[src/rtl/quiz_pkg.sv]
// Shared types and constants for the quiz-buzzer arbiter: FSM state encoding,
// 7-segment patterns and counter-width helpers.
package quiz_pkg;

  typedef enum logic [1:0] {
    IDLE,
    ARMED,
    LOCKED,
    TIMEOUT
  } state_e;

  // Segment order {g,f,e,d,c,b,a}; a segment is lit when its bit is 0.
  localparam logic [6:0] SEG_0    = 7'b1000000;
  localparam logic [6:0] SEG_1    = 7'b1111001;
  localparam logic [6:0] SEG_2    = 7'b0100100;
  localparam logic [6:0] SEG_3    = 7'b0110000;
  localparam logic [6:0] SEG_4    = 7'b0011001;
  localparam logic [6:0] SEG_5    = 7'b0010010;
  localparam logic [6:0] SEG_6    = 7'b0000010;
  localparam logic [6:0] SEG_7    = 7'b1111000;
  localparam logic [6:0] SEG_8    = 7'b0000000;
  localparam logic [6:0] SEG_9    = 7'b0010000;
  localparam logic [6:0] SEG_DASH = 7'b0111111;
  localparam logic [6:0] SEG_OFF  = 7'b1111111;

  localparam logic [3:0] CODE_DASH = 4'd15;

  function automatic int unsigned presc_width(input int unsigned clk_hz);
    return (clk_hz > 1) ? $clog2(clk_hz) : 1;
  endfunction

  function automatic int unsigned buz_width(input int unsigned buz_cyc);
    return $clog2(buz_cyc + 1);
  endfunction

endpackage

[src/rtl/seg7_dec.sv]
// 4-bit code to active-low 7-segment pattern; code 15 draws a dash, 10..14 are blank.
module seg7_dec
  import quiz_pkg::*;
(
  input  logic [3:0] code_i,
  output logic [6:0] seg_o
);

  always_comb begin
    seg_o = SEG_OFF;
    unique case (code_i)
      4'd0:      seg_o = SEG_0;
      4'd1:      seg_o = SEG_1;
      4'd2:      seg_o = SEG_2;
      4'd3:      seg_o = SEG_3;
      4'd4:      seg_o = SEG_4;
      4'd5:      seg_o = SEG_5;
      4'd6:      seg_o = SEG_6;
      4'd7:      seg_o = SEG_7;
      4'd8:      seg_o = SEG_8;
      4'd9:      seg_o = SEG_9;
      CODE_DASH: seg_o = SEG_DASH;
      default:   seg_o = SEG_OFF;
    endcase
  end

endmodule

[src/rtl/quiz_arbiter.sv]
// N-channel quiz-buzzer arbiter: first eligible press after arming wins, with
// answer countdown, timeout, false-start lockout and fixed-length buzzer pulse.
module quiz_arbiter
  import quiz_pkg::*;
#(
  parameter int unsigned N_CH           = 8,
  parameter int unsigned CLK_HZ         = 50_000_000,
  parameter int unsigned ANS_SEC        = 9,
  parameter int unsigned BUZ_CYC        = 10_000_000,
  parameter int unsigned FALSE_START_EN = 1
) (
  input  logic            i_clk,
  input  logic            i_rst_n,
  input  logic            i_ask,
  input  logic [N_CH-1:0] i_ans,
  output logic [6:0]      o_seg,
  output logic            o_buz,
  output logic [3:0]      o_winner,
  output logic            o_valid,
  output logic [N_CH-1:0] o_foul
);

  localparam int unsigned PW = presc_width(CLK_HZ);
  localparam int unsigned BW = buz_width(BUZ_CYC);
  localparam logic [PW-1:0] PRESC_LAST = PW'(CLK_HZ - 1);

  logic [1:0]      ask_s_q;
  logic            ask_prev_q;
  logic [N_CH-1:0] ans_s1_q, ans_s2_q;

  state_e          state_q, state_d;
  logic [3:0]      sec_q, sec_d;
  logic [PW-1:0]   presc_q, presc_d;
  logic [BW-1:0]   buz_q, buz_d;
  logic [3:0]      winner_q, winner_d;
  logic            valid_q, valid_d;
  logic [N_CH-1:0] foul_q, foul_d;
  logic [6:0]      seg_q, seg_d;
  logic [3:0]      code_d;

  logic            ask_edge;
  logic [N_CH-1:0] pressed, elig;
  logic            win_hit;
  logic [3:0]      win_num;

  assign ask_edge = ask_s_q[1] & ~ask_prev_q;
  assign pressed  = ~ans_s2_q;
  assign elig     = pressed & ~foul_q;

  // Scan downward so the lowest eligible channel is the last one written.
  always_comb begin
    win_hit = 1'b0;
    win_num = '0;
    for (int unsigned k = N_CH; k > 0; k--) begin
      if (elig[k-1]) begin
        win_hit = 1'b1;
        win_num = 4'(k);
      end
    end
  end

  always_comb begin
    state_d  = state_q;
    sec_d    = sec_q;
    presc_d  = presc_q;
    buz_d    = (buz_q != '0) ? buz_q - BW'(1) : buz_q;
    winner_d = winner_q;
    valid_d  = valid_q;
    foul_d   = foul_q;

    unique case (state_q)
      IDLE: begin
        if (FALSE_START_EN != 0) foul_d = foul_q | pressed;
        if (ask_edge) begin
          state_d = ARMED;
          sec_d   = 4'(ANS_SEC);
          presc_d = '0;
        end
      end
      ARMED: begin
        // A press outranks a countdown expiry landing in the same cycle.
        if (win_hit) begin
          state_d  = LOCKED;
          winner_d = win_num;
          valid_d  = 1'b1;
          buz_d    = BW'(BUZ_CYC);
        end else if (presc_q == PRESC_LAST) begin
          presc_d = '0;
          sec_d   = sec_q - 4'd1;
          if (sec_q == 4'd1) begin
            state_d = TIMEOUT;
            buz_d   = BW'(BUZ_CYC);
          end
        end else begin
          presc_d = presc_q + PW'(1);
        end
      end
      LOCKED, TIMEOUT: begin
        if (ask_edge) begin
          state_d  = IDLE;
          winner_d = '0;
          valid_d  = 1'b0;
          foul_d   = '0;
          buz_d    = '0;
        end
      end
      default: state_d = IDLE;
    endcase

    unique case (state_d)
      ARMED:   code_d = sec_d;
      LOCKED:  code_d = winner_d;
      TIMEOUT: code_d = 4'd0;
      default: code_d = CODE_DASH;
    endcase
  end

  seg7_dec u_seg7_dec (
    .code_i (code_d),
    .seg_o  (seg_d)
  );

  always_ff @(posedge i_clk or negedge i_rst_n) begin
    if (!i_rst_n) begin
      ask_s_q    <= '0;
      ask_prev_q <= 1'b0;
      ans_s1_q   <= '1;
      ans_s2_q   <= '1;
      state_q    <= IDLE;
      sec_q      <= '0;
      presc_q    <= '0;
      buz_q      <= '0;
      winner_q   <= '0;
      valid_q    <= 1'b0;
      foul_q     <= '0;
      seg_q      <= SEG_DASH;
    end else begin
      ask_s_q    <= {ask_s_q[0], i_ask};
      ask_prev_q <= ask_s_q[1];
      ans_s1_q   <= i_ans;
      ans_s2_q   <= ans_s1_q;
      state_q    <= state_d;
      sec_q      <= sec_d;
      presc_q    <= presc_d;
      buz_q      <= buz_d;
      winner_q   <= winner_d;
      valid_q    <= valid_d;
      foul_q     <= foul_d;
      seg_q      <= seg_d;
    end
  end

  assign o_seg    = seg_q;
  assign o_buz    = (buz_q != '0);
  assign o_winner = winner_q;
  assign o_valid  = valid_q;
  assign o_foul   = foul_q;

endmodule

[config.mk]
export PLATFORM = sky130hd
export DESIGN_NAME = quiz_arbiter
export DESIGN_NICKNAME = d
export VERILOG_FILES = /design/src/rtl/quiz_pkg.sv /design/src/rtl/seg7_dec.sv /design/src/rtl/quiz_arbiter.sv
export SDC_FILE = /design/constraint.sdc
export NUM_CORES = 1
export LEC_CHECK = 0
export CELL_PAD_IN_SITES_DETAIL_PLACEMENT = 0
export CELL_PAD_IN_SITES_GLOBAL_PLACEMENT = 1
export CORE_MARGIN = 3
export CORE_UTILIZATION = 45
export DETAILED_ROUTE_END_ITERATION = 10
export GPL_TIMING_DRIVEN = 0
export PLACE_DENSITY = 0.86
export SYNTH_ARGS = -nofsm -noshare
export SYNTH_HDL_FRONTEND = slang
export SYNTH_SLANG_ARGS = --single-unit
export TNS_END_PERCENT = 50
[constraint.sdc]
create_clock -name i_clk -period 3.3 [get_ports i_clk]
set_input_delay 0.495 -clock i_clk [delete_from_list [all_inputs] [get_ports i_clk]]
set_output_delay 0.495 -clock i_clk [all_outputs]
set_load 0.03 [all_outputs]
; ---- Yosys cells after proc, flatten, opt, wreduce, memory -nomap -nowiden
; Memories as Yosys holds them, arrays and structs flattened. A register that Yosys moved wholly into a read port is not among the register bits.
; Index checks and enable logic that the tools add are counted.
[word_totals]
register_bits = 88
mem_bits_ro = 112
input_bits = 11
out_inout_bits = 21
word_cells = 88
mem_count = 1
[mem_list]
columns = memory, depth, width, read_ports, rd_clocked_by_memory_dff, write_ports, line
row1 = (name not given), 16, 7, 1, 1, 0, seg7_dec.sv:11  ; unique case (code_i)
[classes]
n_addsub = 3
n_eq_ne = 12
mux = 45
bitwise = 6
n_reduce_logical = 10
[ops]
columns = operator, count
row1 = 2-to-1 mux 24 bit, 5
row2 = 2-to-1 mux 26 bit, 3
row3 = 2-to-1 mux 4 bit, 13
row4 = case mux 26 bit (2 select lines), 1
row5 = case mux 24 bit (2 select lines), 1
row6 = "adder 26 x 1 -> 26 bit, second input constant", 1
row7 = "== test 26 bit, second input constant", 1
row8 = nonzero test 24 bit, 1
row9 = "subtractor 24 x 1 -> 24 bit, second input constant", 1
row10 = inverter 8 bit, 2
row11 = case mux 4 bit (2 select lines), 2
row12 = case mux 8 bit (2 select lines), 1
row13 = case mux 4 bit (3 select lines), 1
row14 = 2-to-1 mux 1 bit, 10
row15 = 2-to-1 mux 2 bit, 5
row16 = AND 8 bit, 1
row17 = "== test 2 bit, second input constant", 4
row18 = 2-to-1 mux 8 bit, 1
row19 = "inequality test 2 bit, second input constant", 4
row20 = bitwise OR 8 bit, 1
row21 = case mux 2 bit (3 select lines), 1
row22 = AND reduction 3 bit, 2
row23 = nonzero test 2 bit, 3
row24 = "== test 2 x 1 -> 1 bit, second input constant", 2
row25 = 9 further kinds, 9

; ---- Logic depth before layout (Yosys ltp)
; Gate-level depths: netlist of run 1.
[depth]
ltp_word = 14
depth_mapped = 13
mapped_depth_nobuf = 11

; ---- Cells and area by module
; From an unflattened synthesis of run 1, not the netlist that was laid out.
[unflattened]
cells_unflattened = 480
hier_area_um2 = 4665.7
[modules_own_cells]
columns = mod, n_inst, cells_per_inst, area_per_inst_um2
row1 = quiz_arbiter, 1, 445, 4429.2
row2 = seg7_dec, 1, 35, 236.5

; ---- Least setup slack after synthesis of run 1
; No wires, ideal clock.
[synth_path]
path_type = reg2reg
startpoint = register foul_q[2] (netlist: o_foul[2])
endpoint = register seg_q[6] (netlist: o_seg[6])
setup_ps = 142
arrival_time_ps = 2660
t_required_ps = 3158
setup_slack_ps = 498
path_stages_with_launch = 12
n_path_buf = 2
synth_period_minus_slack_ps = 2802
cell_sequence = dfrtp_1 > o22ai_1 > or3_1 > nor4_2 > o21a_1 > buf_2 > o22ai_1 > o21a_1 > clkbuf_1 > ha_1 > o21ai_0 > a22oi_1
[synth_between]
elab_cells_between_ends = 18
cone_classes = eq/ne: 3 / mux: 13 / bitwise: 2
[synth_rtl]
columns = item, line
row1 = start: declaration, quiz_arbiter.sv:37  ; logic [N_CH-1:0] foul_q, foul_d;
row2 = start signal: assignment, quiz_arbiter.sv:148  ; foul_q <= foul_d;
row3 = inverter 8 bit, quiz_arbiter.sv:48  ; assign elig = pressed & ~foul_q;
row4 = AND 8 bit, quiz_arbiter.sv:48
row5 = 2-to-1 mux 1 bit (3 in a row), quiz_arbiter.sv:55  ; if (elig[k-1]) begin
row6 = 2-to-1 mux 4 bit, quiz_arbiter.sv:82  ; if (win_hit) begin
row7 = case mux 4 bit (2 select lines), quiz_arbiter.sv:71  ; unique case (state_q)
row8 = net sec_d[1], quiz_arbiter.sv:32  ; logic [3:0] sec_q, sec_d;
row9 = case mux 4 bit (3 select lines), quiz_arbiter.sv:110  ; unique case (state_d)
row10 = end: declaration, quiz_arbiter.sv:38  ; logic [6:0] seg_q, seg_d;
; The timed path passes the listed nets, and every way through them passes these cells.
; A chain may end at the register's enable or synchronous reset.

; ---- Final worst setup path of run 1
[layout_path]
startpoint = register buz_q[6]
endpoint = output port o_buz
[layout_between]
elab_chain_len = 1
[layout_lines]
columns = item, line
row1 = start: declaration, quiz_arbiter.sv:34  ; logic [BW-1:0] buz_q, buz_d;
row2 = start signal: assignment, quiz_arbiter.sv:145  ; buz_q <= buz_d;
row3 = nonzero test 24 bit, quiz_arbiter.sv:154  ; assign o_buz = (buz_q != '0);
row4 = end: declaration, quiz_arbiter.sv:17  ; output logic o_buz,
; Every way passes these cells.

==> flow_summary.toml, run 1 <==
[run_status]
status = "completed"

[placed_design]
placed_cell_area_mm2 = 0.005010
io_buffers = 31
place_congestion = 0.7858
dp_cells = 622
dpl.hpwl_mm = 6.679

[power]
p_int_uw = 1729
power_uw = 2338
power_per_cell_area_mw_per_mm2 = 445.5
switching_share_pct = 26.06
ir_drop_v = 0.0002552
combPwrFrac_pct = 10.4
power_frac_clock_pct = 33.9
p_sw_uw = 609.4
power.share.sequential_pct = 55.7
p_leak_uw = 0.002329

[detailed_routing]
avgRoutedWirePerCell_um = 14.81
drtPass1Iterations = 4
drt-initial-drc-count = 222
drc = 0
viasPerCell = 5.494
routed_wirelength_mm = 9.448
antenna_left = 0
num_vias = 3505

[finish]
area_growth_pct = 16.30
final-seq-area_mm2 = 0.002405
diodes = 0
finalNonFillerCells = 638
layout-drive-gt1-share_pct = 13.16
layout.nets = 520
design_area_mm2 = 0.005249
fill_cells = 870
multi_input_area_mm2 = 0.002019

[floorplanning]
die_w_um = 106.1
coreArea_mm2 = 0.009503
die_y_um = 106.1
dieArea_mm2 = 0.01127
start_util_pct = 47.49
row_count = 35
io_pins = 32

[clock_network]
post_cts_buffers = 0
insertion_delay_ps = 360
clockBufferDepth = 2
cts_tree = "built"
clkSinkCount = 95
clk_pin_slew_worst_paths_ps = 90
cts_buffers = 9
cts_resized = 3
cts-root-buf = "clkbuf_8"
hold_buffers = 0
htree_levels = 3

[synth]
avgSynthCellArea_um2 = 9.790
netlist_top_cells_area = "dfrtp_1 40%, dfstp_2 13%, nor2_1 7.7%"
async_reset_ff_share_pct = 100.0
synth_top_area_cell = "dfrtp_1"
yosys_most_used_dff = "dfrtp_1"
synth.yosys.warnings = 0
yosys-top-cells-count = "93 x nor2_1, 73 x dfrtp_1, 39 x nand2_1"
ys_types = 59
yosys.cell_count.top_type = "nor2_1"
syn-cell-area_mm2 = 0.004513
synth_top_area_share_pct = 40.48
synth_edf_count = 0
synthCells = 461
syn_nets = 477
ys_seq_area_share_pct = 53.29
synth_seq_cells = 95

[sta]
hold_viol = 0
grt_setup_unrepaired = "yes"
max_freq_mhz = 306.1
setup_viol = 0
period_needed_ps = 3267
fin_skew_ps = 21.43
relSlewSlack_pct = 39.29
period_share_pct = 99.01
holdWs_ps = 131.3
worst_slew_pin_slew_ps = 902.3
drv_slew = 0
tns_ps = 0

[global_route]
grt_pass1_vias = 3582
grt_max_degree = 54
grt_first_pass_wirelength_mm = 16.84
grt_use_total_pct = 18.34
antenna_found_initial = 0
grt_overflow_total = 0

[setup_path]
cp-end-kind = "output pin"
cp.arrival_ps = 2770
path_cells = "or3_4 > or4_4 > buf_6 > or4b_4 > buf_6 > clkdlybuf4s15_2"
start_kind = "flip-flop"
worst_path_most_repeated_cell = "buf_6"
path_class = "flip-flop to output pin"
path_buf_inv = 3
worstPathRequired_ps = 2800
crit_fanout = 6
slowest_stage = "or4_4"
critPathMaxStageDelay_ps = 520
crit_family = "simple AND/OR/NAND/NOR gates"

[min_path]
hold_class = "primary input to asynchronous set/reset pin"

[flow_run]
cap_violations = 0
==> stage by stage <==
step,utilization (%),worst slack (ps)
floorplan,-,498.2
global placement,52.46,-1761
detailed placement,52.72,86.75
CTS,54.94,9.769
global route,55.23,-39.72
finish,55.23,32.67
==> cells by family after synthesis <==
group	share of synthesized area [%]
compound gates	11.09
xor+xnor	6.404
fa+ha+maj	1.386
buf+inv	2.578
flops	53.29
mux	0.4990
simple gates	24.76
==> state kept, by name, summed over array words and instances, names as in the netlist <==
register / count
ans_s1_q: 8
o_winner: 4
ans_s2_q: 8
o_foul: 8
ask_prev_q: 1
sec_q: 4
buz_q: 24
ask_s_q: 2
o_seg: 7
presc_q: 26
state_q: 2
o_valid: 1
==> routing by layer <==
metal	global-route usage, %	share of wire [%]
met1	25.43	48
met4	5.088	1.1
met5	0	0
met2	29.91	47
met3	2.975	3.5
==> power groups by stage <==
stage	Clock (µW)	Sequential [µW]	Combinational [µW]
6_report	793	1300	244
5_1_grt	871	1320	279
4_1_cts	817	1300	249
3_5_place_dp	0	1320	246
3_3_place_gp	0	1320	232
2_1_floorplan	0	1330	132
==> area by class of cell <==
| cell class | count | share of cell area [%] |
|---|---|---|
| inverters | 13 | 0.9297 |
| multi-input cells | 342 | 38.47 |
| repair buffers | 32 | 6.412 |
| clock buffers | 12 | 3.385 |
| well taps | 129 | 3.075 |
| clock inverters | 4 | 0.6198 |
| flip-flops and latches | 95 | 45.82 |
| plain buffers | 11 | 1.287 |
==> worst register-to-register path, stage by stage (launching register included) <==
cell      delay (ps)
dfstp_2          560
o22ai_1          130
or3_1            490
nor4_4           360
o21a_1           140
buf_2            220
o22ai_1          140
o21a_1           180
clkbuf_1         190
ha_1             260
o21ai_0          170
a22oi_1          110
==> final timing paths <==
path	slack (ps)	to	cells past startpoint	start
hold reg to reg	340	ans_s2_q[6]	0	ans_s1_q[6]
max in group asynchronous	2460	ans_s2_q[7]	2	i_rst_n
hold / removal	130	presc_q[19]	1	i_rst_n
setup / recovery	30	o_buz	6	buz_q[6]
min in group i_clk	340	ans_s2_q[6]	0	ans_s1_q[6]
setup reg to reg	230	o_seg[6]	11	ans_s2_q[2]
==> cells in the final DEF, fill, tap and decap left out, types with 3 or more instances in the layout <==
| cell | synthesis | final |
|---|---|---|
| nor2_1 | 93 | 93 |
| dfrtp_1 | 73 | 73 |
| nand2_1 | 39 | 39 |
| clkdlybuf4s50_1 | 0 | 29 |
| o21ai_0 | 22 | 22 |
| a21oi_1 | 23 | 22 |
| dfstp_2 | 22 | 22 |
| xnor2_1 | 17 | 17 |
| xor2_1 | 16 | 16 |
| inv_1 | 13 | 13 |
| nor3_1 | 10 | 10 |
| nand3_1 | 9 | 9 |
| clkbuf_8 | 0 | 9 |
| and3_1 | 8 | 8 |
| or3_1 | 8 | 8 |
| nand4_1 | 8 | 8 |
| nor4_1 | 8 | 7 |
| and4_1 | 5 | 5 |
| o22ai_1 | 5 | 5 |
| or2_2 | 5 | 5 |
| clkbuf_1 | 4 | 5 |
| a31oi_1 | 5 | 5 |
| ha_1 | 5 | 5 |
| and2_1 | 4 | 4 |
| nor4b_1 | 4 | 4 |
| o41ai_1 | 4 | 4 |
| buf_2 | 3 | 3 |
| buf_6 | 3 | 3 |
| o21a_1 | 3 | 3 |
| a21o_1 | 3 | 3 |
Power figures use the tool's default switching activity.
==> run 2, diff against run 1 <==
--- a/config.mk
+++ b/config.mk
@@ -11,6 +11,7 @@
 export CORE_UTILIZATION = 45
 export DETAILED_ROUTE_END_ITERATION = 10
 export GPL_TIMING_DRIVEN = 0
+export HOLD_SLACK_MARGIN = 0.02
 export PLACE_DENSITY = 0.86
 export SYNTH_ARGS = -nofsm -noshare
 export SYNTH_HDL_FRONTEND = slang
==> results of run 2 <==
The final DEF is identical to that of run 1; final timing and power are the same.
==> run 3, diff against run 2 <==
--- a/config.mk
+++ b/config.mk
@@ -13,6 +13,7 @@
 export GPL_TIMING_DRIVEN = 0
 export HOLD_SLACK_MARGIN = 0.02
 export PLACE_DENSITY = 0.86
+export SLEW_MARGIN = 15
 export SYNTH_ARGS = -nofsm -noshare
 export SYNTH_HDL_FRONTEND = slang
 export SYNTH_SLANG_ARGS = --single-unit
==> constraint.sdc (replaced) <==
create_clock -name i_clk -period 3.5 [get_ports i_clk]
set_input_delay 0.525 -clock i_clk [delete_from_list [all_inputs] [get_ports i_clk]]
set_output_delay 0.525 -clock i_clk [all_outputs]
set_load 0.03 [all_outputs]
==> run 3 against run 2 <==
Against the previous run:
- combinational power down 6%
- clock power is 6.3% lower
- utilization is 0.32 points lower
- register-to-register slack better by 110 ps
- sequential share of layout area up 0.26 points
- critical path type unchanged
- critical endpoint unchanged
- largest power group unchanged
- highest routed layer unchanged
==> flow_summary.toml, run 3 (synthesis results as in run 1) <==
[run_status]
status = "completed"

[power]
p_leak_uw = 0.002316
power_per_cell_area_mw_per_mm2 = 421.3
ir_drop_v = 0.0002407

[setup_path]
path_cells = "or3_4 > or4_4 > buf_6 > or4b_4 > buf_6 > dlygate4sd2_1"
cp.arrival_ps = 2840
cp-end-kind = "output pin"
crit_fanout = 6
crit_start = "buz_q[6]"
critPathMaxStageDelay_ps = 520
slowest_stage = "or4_4"
timing.rr.start = "presc_q[0]"
worstPathRequired_ps = 2970
start_kind = "flip-flop"
path_class = "flip-flop to output pin"
worst_path_most_repeated_cell = "buf_6"
r2r_cells = 12

[flow_run]
cap_violations = 0

[clock_network]
clockBufferDepth = 2
cts_buffers = 9
insertion_delay_ps = 360
clk_pin_slew_worst_paths_ps = 110
cts_tree = "built"
cts-root-buf = "clkbuf_8"
hold_buffers = 0
htree_levels = 3
clkSinkCount = 95

[detailed_routing]
num_vias = 3484
drtPass1Iterations = 4
met1_length_mm = 4.608
avgRoutedWirePerCell_um = 14.81
top_layer_used = "met4"
wl_met3_um = 232
drc = 0
antenna_left = 0
viasPerCell = 5.461
drt-initial-drc-count = 255
routed_wirelength_mm = 9.448
wl_met2_mm = 4.545

[placed_design]
dpl.hpwl_mm = 6.679
io_buffers = 31
placed_cell_area_mm2 = 0.005010
dp_cells = 622
place_congestion = 0.7858

[global_route]
grt_max_degree = 54
grt_overflow_total = 0
grt_pass1_vias = 3582
antenna_found_initial = 0
grt_first_pass_wirelength_mm = 16.84
grt_use_total_pct = 18.34

[finish]
layout.nets = 520
top_regs = "presc_q x26, buz_q x24"
largest_reg_flops = 26
layout_commonest_cell = "nor2_1"
top_register = "presc_q"
fill_cells = 873
area_growth_pct = 15.64
layout-drive-gt1-share_pct = 12.57
diodes = 0
design_area_mm2 = 0.005219
finalNonFillerCells = 638
mostFrequentLayoutCells = "93 x nor2_1, 73 x dfrtp_1, 39 x nand2_1"

[sta]
grt_setup_unrepaired = "no"
period_share_pct = 96.08
drv_slew = 0
period_needed_ps = 3363
fin_skew_ps = 22.08
hold_viol = 0
relSlewSlack_pct = 38.29
max_freq_mhz = 297.4
worst_slew_pin_slew_ps = 917.2
setup_viol = 0

[floorplanning]
row_count = 35
coreArea_mm2 = 0.009503
die_y_um = 106.1
start_util_pct = 47.49
die_w_um = 106.1
dieArea_mm2 = 0.01127
io_pins = 32

[min_path]
hold_class = "primary input to asynchronous set/reset pin"
==> run 3: changes by cell type in the layout (fill, tap and decap cells not counted), sizes merged <==
cell / delta
clkdlybuf4s15: -1
dlygate4sd2: +1
==> run 3: where the power goes <==
part | switching, µW | internal, µW | total, µW | leakage, µW
registers | 52.9 | 1170 | 1230 | 0.00118
clock network | 392 | 351 | 743 | 0.0000999
logic | 124 | 105 | 229 | 0.00104
==> run 3: critical path, delay by kind of cell, from the launching register on <==
family,cells,cell delay [ps]
DFF,1,400
buffers and inverters,3,650
and+or+nand+nor,3,1450
==> run 3: through the flow <==
stage	total power, µW	utilization, %	worst slack (ps)	TNS [ps]	hold slack, ps
after global routing	2324	54.92	24.51	0	194.7
after floorplan	1381	-	698.2	0	229.4
after global placement	1463	52.46	-1591	-125610	336.4
after detailed placement	1479	52.72	256.7	0	338.6
after CTS	2232	54.92	105.7	0	172.1
final	2199	54.92	137.1	0	165.1
==> run 3: worst paths after layout <==
path | to | slack [ps]
max in group asynchronous | ans_s2_q[7] | 2630
worst max register to register | o_seg[6] | 340
worst min-delay path | o_foul[5] | 170
min in group i_clk | ans_s2_q[6] | 350
worst max-delay path | o_buz | 140
worst min register to register | ans_s2_q[6] | 350
==> run 3: layout make-up <==
cell class	count	area, µm²	area share [%]
sequential	95	2405	46.08
tap	129	161.4	3.093
clock buffer	12	177.7	3.404
timing repair buffer	32	334.1	6.401
buffer	11	67.56	1.295
inverter	13	48.80	0.9350
clock inverter	4	32.53	0.6234
multi-input combinational	342	1992	38.17
==> run 3: per-layer routing <==
layer | global-route usage [%] | vias up
met1 | 25.43 | 1723
met5 | 0 | -
met4 | 5.088 | 0
li1 | - | 1705
met2 | 29.91 | 51
met3 | 2.975 | 5
==> run 3: timing repair <==
action | CTS | global route
buffers inserted | 0 | 0
setup endpoints to repair | 1 | 0
gates resized for setup | 1 | 0
